--- config.mk ---
export PLATFORM = sky130hd
export DESIGN_NAME = store_fu
export DESIGN_NICKNAME = d
export VERILOG_FILES = /design/src/rtl/store_fu_pkg.sv /design/src/rtl/store_fu_stage.sv /design/src/rtl/store_fu.sv
export SDC_FILE = /design/constraint.sdc
export NUM_CORES = 1
export LEC_CHECK = 0
export ABC_AREA = 1
export CAP_MARGIN = 40
export CORE_MARGIN = 1.5
export CORE_UTILIZATION = 48
export DETAILED_ROUTE_END_ITERATION = 16
export HOLD_SLACK_MARGIN = 0.12
export PLACE_DENSITY = 0.8
export SLEW_MARGIN = 15
export SYNTH_ARGS = -nofsm -noshare
export SYNTH_HDL_FRONTEND = slang
export SYNTH_SLANG_ARGS = --single-unit
--- constraint.sdc ---
create_clock -name clk -period 3.1 [get_ports clk]
set_clock_uncertainty 0.2 [all_clocks]
set_input_delay 0.775 -clock clk [delete_from_list [all_inputs] [get_ports clk]]
set_output_delay 0.775 -clock clk [all_outputs]
set_load 0.05 [all_outputs]
--- src/rtl/store_fu_pkg.sv ---
// rtl/store_fu_pkg.sv - shared store/speculation widths and level remap helpers
package store_fu_pkg;

    localparam int SPEC_DEPTH     = 4;
    localparam int SPEC_LEVEL_BIT = $clog2(SPEC_DEPTH) + 1;
    localparam int INST_ID_BIT    = 8;
    localparam int ADDR_BIT       = 16;
    localparam int DATA_BIT       = 16;
    localparam int OFFSET_BIT     = 8;
    localparam int NXT_LEVELS_BIT = SPEC_LEVEL_BIT * (SPEC_DEPTH + 1);

    typedef logic [SPEC_LEVEL_BIT-1:0] spec_level_t;

    // Levels outside 0..SPEC_DEPTH have no field and pass through unchanged.
    function automatic spec_level_t remap_level(input logic [NXT_LEVELS_BIT-1:0] nxt_levels,
                                                input spec_level_t level);
        spec_level_t r;
        r = level;
        for (int i = 0; i <= SPEC_DEPTH; i++) begin
            if (level == spec_level_t'(i)) begin
                r = nxt_levels[i*SPEC_LEVEL_BIT +: SPEC_LEVEL_BIT];
            end
        end
        return r;
    endfunction

    function automatic logic is_killed(input logic mispredict, input spec_level_t fail_level,
                                       input spec_level_t level);
        return mispredict && (level != '0) && (level >= fail_level);
    endfunction

endpackage

--- src/rtl/store_fu_stage.sv ---
// rtl/store_fu_stage.sv - one pipeline stage: valid + payload + level with kill/remap
module store_fu_stage
    import store_fu_pkg::*;
#(
    parameter int PAYLOAD_BIT = 40
) (
    input  logic                      clk,
    input  logic                      rst_n,
    input  logic                      load,
    input  logic                      d_vld,
    input  logic [PAYLOAD_BIT-1:0]    d_payload,
    input  spec_level_t               d_level,
    input  logic                      mispredict,
    input  logic                      remap,
    input  spec_level_t               fail_level,
    input  logic [NXT_LEVELS_BIT-1:0] nxt_levels,
    output logic                      q_vld,
    output logic [PAYLOAD_BIT-1:0]    q_payload,
    output spec_level_t               q_level
);

    logic kill_d;
    logic kill_q;

    assign kill_d = is_killed(mispredict, fail_level, d_level);
    assign kill_q = is_killed(mispredict, fail_level, q_level);

    always_ff @(posedge clk or negedge rst_n) begin
        if (!rst_n) begin
            q_vld <= 1'b0;
        end else if (load) begin
            q_vld <= d_vld && !kill_d;
        end else if (kill_q) begin
            q_vld <= 1'b0;
        end
    end

    // Payload carries no reset; q_vld alone qualifies it.
    always_ff @(posedge clk) begin
        if (load) begin
            q_payload <= d_payload;
            q_level   <= remap ? remap_level(nxt_levels, d_level) : d_level;
        end else if (remap) begin
            q_level   <= remap_level(nxt_levels, q_level);
        end
    end

endmodule

--- src/rtl/store_fu.sv ---
// rtl/store_fu.sv - two-stage store address-generation unit with branch kill/remap
module store_fu
    import store_fu_pkg::*;
#(
    parameter int INST_ID_BIT    = store_fu_pkg::INST_ID_BIT,
    parameter int ADDR_BIT       = store_fu_pkg::ADDR_BIT,
    parameter int DATA_BIT       = store_fu_pkg::DATA_BIT,
    parameter int OFFSET_BIT     = store_fu_pkg::OFFSET_BIT,
    parameter int SPEC_DEPTH     = store_fu_pkg::SPEC_DEPTH,
    parameter int SPEC_LEVEL_BIT = $clog2(SPEC_DEPTH) + 1
) (
    input  logic                                     clk,
    input  logic                                     rst_n,
    input  logic                                     in_vld,
    output logic                                     in_rdy,
    input  logic [INST_ID_BIT-1:0]                   in_id,
    input  logic [ADDR_BIT-1:0]                      in_base,
    input  logic [OFFSET_BIT-1:0]                    in_offset,
    input  logic [DATA_BIT-1:0]                      in_data,
    input  logic [SPEC_LEVEL_BIT-1:0]                in_spec_level,
    output logic                                     out_vld,
    input  logic                                     out_rdy,
    output logic [INST_ID_BIT-1:0]                   out_id,
    output logic [ADDR_BIT-1:0]                      out_addr,
    output logic [DATA_BIT-1:0]                      out_data,
    output logic [SPEC_LEVEL_BIT-1:0]                out_spec_level,
    input  logic                                     br_pred_vld,
    input  logic                                     br_pred_succ,
    input  logic [SPEC_LEVEL_BIT-1:0]                br_pred_fail_level,
    input  logic [SPEC_LEVEL_BIT*(SPEC_DEPTH+1)-1:0] br_pred_succ_nxt_levels,
    output logic                                     busy
);

    localparam int PAYLOAD_BIT = INST_ID_BIT + ADDR_BIT + DATA_BIT;
    localparam int EXT_BIT     = ADDR_BIT - OFFSET_BIT;

    logic                   mispredict;
    logic                   remap;
    logic [ADDR_BIT-1:0]    s1_addr_gen;
    logic                   s1_vld;
    logic                   s2_vld;
    logic [PAYLOAD_BIT-1:0] s1_payload;
    logic [PAYLOAD_BIT-1:0] s2_payload;
    spec_level_t            s1_level;
    spec_level_t            s2_level;
    logic                   s2_load;
    logic                   out_fire;

    assign mispredict  = br_pred_vld && !br_pred_succ;
    assign remap       = br_pred_vld && br_pred_succ;
    assign s1_addr_gen = in_base + {{EXT_BIT{in_offset[OFFSET_BIT-1]}}, in_offset};

    // A killed S2 entry is hidden here so the store buffer never sees it.
    assign out_vld  = s2_vld && !is_killed(mispredict, br_pred_fail_level, s2_level);
    assign out_fire = out_vld && out_rdy;
    assign s2_load  = !s2_vld || out_fire;
    assign in_rdy   = !s1_vld || s2_load;
    assign busy     = s1_vld || s2_vld;

    assign {out_id, out_addr, out_data} = s2_payload;
    assign out_spec_level = remap ? remap_level(br_pred_succ_nxt_levels, s2_level) : s2_level;

    store_fu_stage #(.PAYLOAD_BIT(PAYLOAD_BIT)) u_s1 (
        .clk        (clk),
        .rst_n      (rst_n),
        .load       (in_rdy),
        .d_vld      (in_vld),
        .d_payload  ({in_id, s1_addr_gen, in_data}),
        .d_level    (in_spec_level),
        .mispredict (mispredict),
        .remap      (remap),
        .fail_level (br_pred_fail_level),
        .nxt_levels (br_pred_succ_nxt_levels),
        .q_vld      (s1_vld),
        .q_payload  (s1_payload),
        .q_level    (s1_level)
    );

    store_fu_stage #(.PAYLOAD_BIT(PAYLOAD_BIT)) u_s2 (
        .clk        (clk),
        .rst_n      (rst_n),
        .load       (s2_load),
        .d_vld      (s1_vld),
        .d_payload  (s1_payload),
        .d_level    (s1_level),
        .mispredict (mispredict),
        .remap      (remap),
        .fail_level (br_pred_fail_level),
        .nxt_levels (br_pred_succ_nxt_levels),
        .q_vld      (s2_vld),
        .q_payload  (s2_payload),
        .q_level    (s2_level)
    );

endmodule

==> metrics <==
status finished, final reports clean; largest net degree at the start of global routing 25; Hold Crit Class flop to flop; max-slew violations 0; cells on worst reg2reg path 9; Pre-Repair DR Iteration Count 6; WP buf/inv 4; Routed WL 10.46 mm; Mean Syn Cell Area 10.55 um2; top-count cell post-synth nand2_1; Die Wd roughly 100 um; die area roughly 9600 um2; DP Area 5834 um2; PnR worst setup slack 0.07277 ns; final hold violation count 0; CTS buffer count 9; TNS Setup 0 ns; WP data arrival approximately 2 ns; DRT iter0 DRCs roughly 270; Worst-Margin Slew 0.5612 ns; worst hold stages 0; mux cell area share after synthesis 0%; r2r setup slk 0.72 ns; design area 6073 um2; Avg WL per Cell 15.62 um; slowest CP cell clkdlybuf4s50_1; Place WS -0.1180 ns; maximum VDD drop between 0.0003 and 0.0004 V; Post-synth EDFFs 80; vias per cell 5.255; YS warnings 0; first-pass GRT wire length between 15 and 20 mm; CP top delay family buffers and inverters; Hold Buf Count CTS 0; Lkg Pwr 0.002560 uW; CTS Sinks 88; CTS clk-pin slew, worst paths around 0.10 ns; period utilization 97.65%; Synth top cells by count nand2_1 (102), edfxtp_1 (80), nand3_1 (37); Relative slew margins 62.47%; Main synth FF type edfxtp_1; post-route insts no fill between 600 and 700; fraction of layout cells with a size suffix above 1 11.21%; post-route DRC violation count 0; Compound-Gate Fraction of Synth Area 7.928%; final setup vio count 0; CP Launch Type primary input; Post-Synth Simple-Gate Area 18.46%; PD cells 821.5 nW/um2; async set-reset flop share out of synthesis ~2.3%; register area share after synthesis 59.49%; DRT antenna net count 0; Die Y 97.92 um; Yosys top cell by area edfxtp_1; initial antenna violation count 0; total grt overflow 0; Post-Synth Adder-Cell Area approximately 7.4%; vias in the first global route approximately 3500; TritonCTS clock tree yes; later-pin clock latency in the skew report about 0.36 ns; register bit count reported by yosys slightly below 90; critical path type primary input to primary output; setup repair after global routing missed its margin no; Crit Path Max Fanout 9; fin crit period 3.027 ns; Ant. Diodes 0; most frequent CP cell buf_4; Post-Synth XOR/XNOR Area 2.431%; CP max stage delay 0.50 ns; CORE AREA roughly 8700 um2; row cnt 34; Worst EP required 2.12 ns; main combinational cell family by area after synthesis simple AND/OR/NAND/NOR gates; placed cells 652; register area ~2600 um2; Root Driver clkbuf_8; Starting Density 49.58%; Clock Tree Buf Depth 2; crit end category primary output; post-synthesis net count 510; CTS H-tree lvls 3; total global-route track usage 22.75%; multi-input logic area 1595 um2; number of fill cells 659; Stages on worst setup path 7; Area contributors post-synth edfxtp_1 (56%), nand2_1 (8.9%), ha_1 (6.9%); Hold EP u_s2.q_payload[7]; Area Growth Syn to Fin 40.45%; mapped cell area about 4300 um2; CP Cell Sequence clkdlybuf4s50_1 > nand2_2 > buf_4 > nor3_1 > a21oi_1 > buf_4 > buf_12; layout net count 657; max capacitance violation total 0; I/O pin total 121; FMAX 0.3303 GHz; Vias around 3500; GP Congestion ~0.93; RR Startpoint u_s2.q_level[2]; Synth cell types 35; reg-to-reg endpoint u_s2.q_payload[22]; min-delay src u_s1.q_payload[7]; Final HPWL DP 8.316 mm; Port Buf Inserts 120; Cells after Synth 410; Synth top area share 55.56%
## worst max-delay path by stage
stage	slack (ns)	endpoint	startpoint
floorplan	0.19	out_spec_level[2]	br_pred_vld
global placement	-0.12	out_vld	br_pred_fail_level[2]
detailed placement	-0.12	out_vld	br_pred_fail_level[2]
CTS	0.02	in_rdy	br_pred_fail_level[0]
global route	0.03	out_spec_level[0]	br_pred_succ_nxt_levels[3]
finish	0.07	out_spec_level[2]	br_pred_vld
## layout by cell type (no fill, tap or decap), types with 3 or more instances in the layout
master / instances
o21ai_1: 3
nand2_1: 102
nor2_1: 18
ha_1: 22
dfxtp_1: 6
clkdlybuf4s50_1: 112
clkbuf_8: 9
buf_12: 7
o21ai_0: 19
o211ai_1: 4
edfxtp_1: 80
buf_4: 17
xor2_1: 10
inv_2: 7
a21oi_1: 32
nor2_4: 3
nand3_1: 37
nand3b_1: 3
inv_1: 32
## per-layer routing
| metal | part of all wire, % | vias up | GRT usage (%) | wire length [um] |
|---|---|---|---|---|
| li1 | - | 1729 | - | - |
| met1 | 38 | 1605 | 26.98 | 4027 |
| met2 | 52 | 168 | 40.21 | 5421 |
| met3 | 8.1 | 19 | 5.798 | 846 |
| met4 | 1.6 | 0 | 7.692 | 167 |
| met5 | 0 | - | 0 | 0 |
## cell families after synthesis
logic type | count (synthesis)
flip-flops | 88
buffers and inverters | 44
XOR/XNOR | 12
AND/OR/NAND/NOR | 177
AO/OA/AOI/OAI | 64
adder cells (fa/ha/maj) | 25
## timing repair
item                       CTS  global route
pin swaps                    4             0
setup endpoints to repair    2             4
gates cloned                 0             0
buffers inserted             2             0
gates resized for setup      8             3
## registers in the layout, indices dropped and copies added, names as in the netlist
name / count
u_s1.q_payload: 40
u_s2.q_payload: 40
u_s1.q_level: 3
u_s2.q_level: 3
u_s1.q_vld: 1
u_s2.q_vld: 1
## power breakdown
group          switching, uW  internal [uW]  leakage, uW
sequential               184           1750     0.000900
clock                    447            314    0.0000931
combinational           1480            818      0.00157
## stage by stage
stage	util, %	hold slack (ns)	total power [uW]
floorplan	-	0.2003	3308
global placement	66.90	0.2007	4178
detailed placement	66.90	0.2045	4223
CTS	69.61	0.2228	5010
global route	69.64	0.2218	5234
finish	69.64	0.2200	4989
## final cells by class
class                   count  share of cell area (%)
inverters                  41                   2.575
flip-flops and latches     88                   42.36
well taps                 108                   2.225
repair buffers            139                   23.36
clock buffers               9                   2.040
multi-input cells         278                   26.27
clock inverters             7                   1.174
Power figures use the tool's default switching activity.
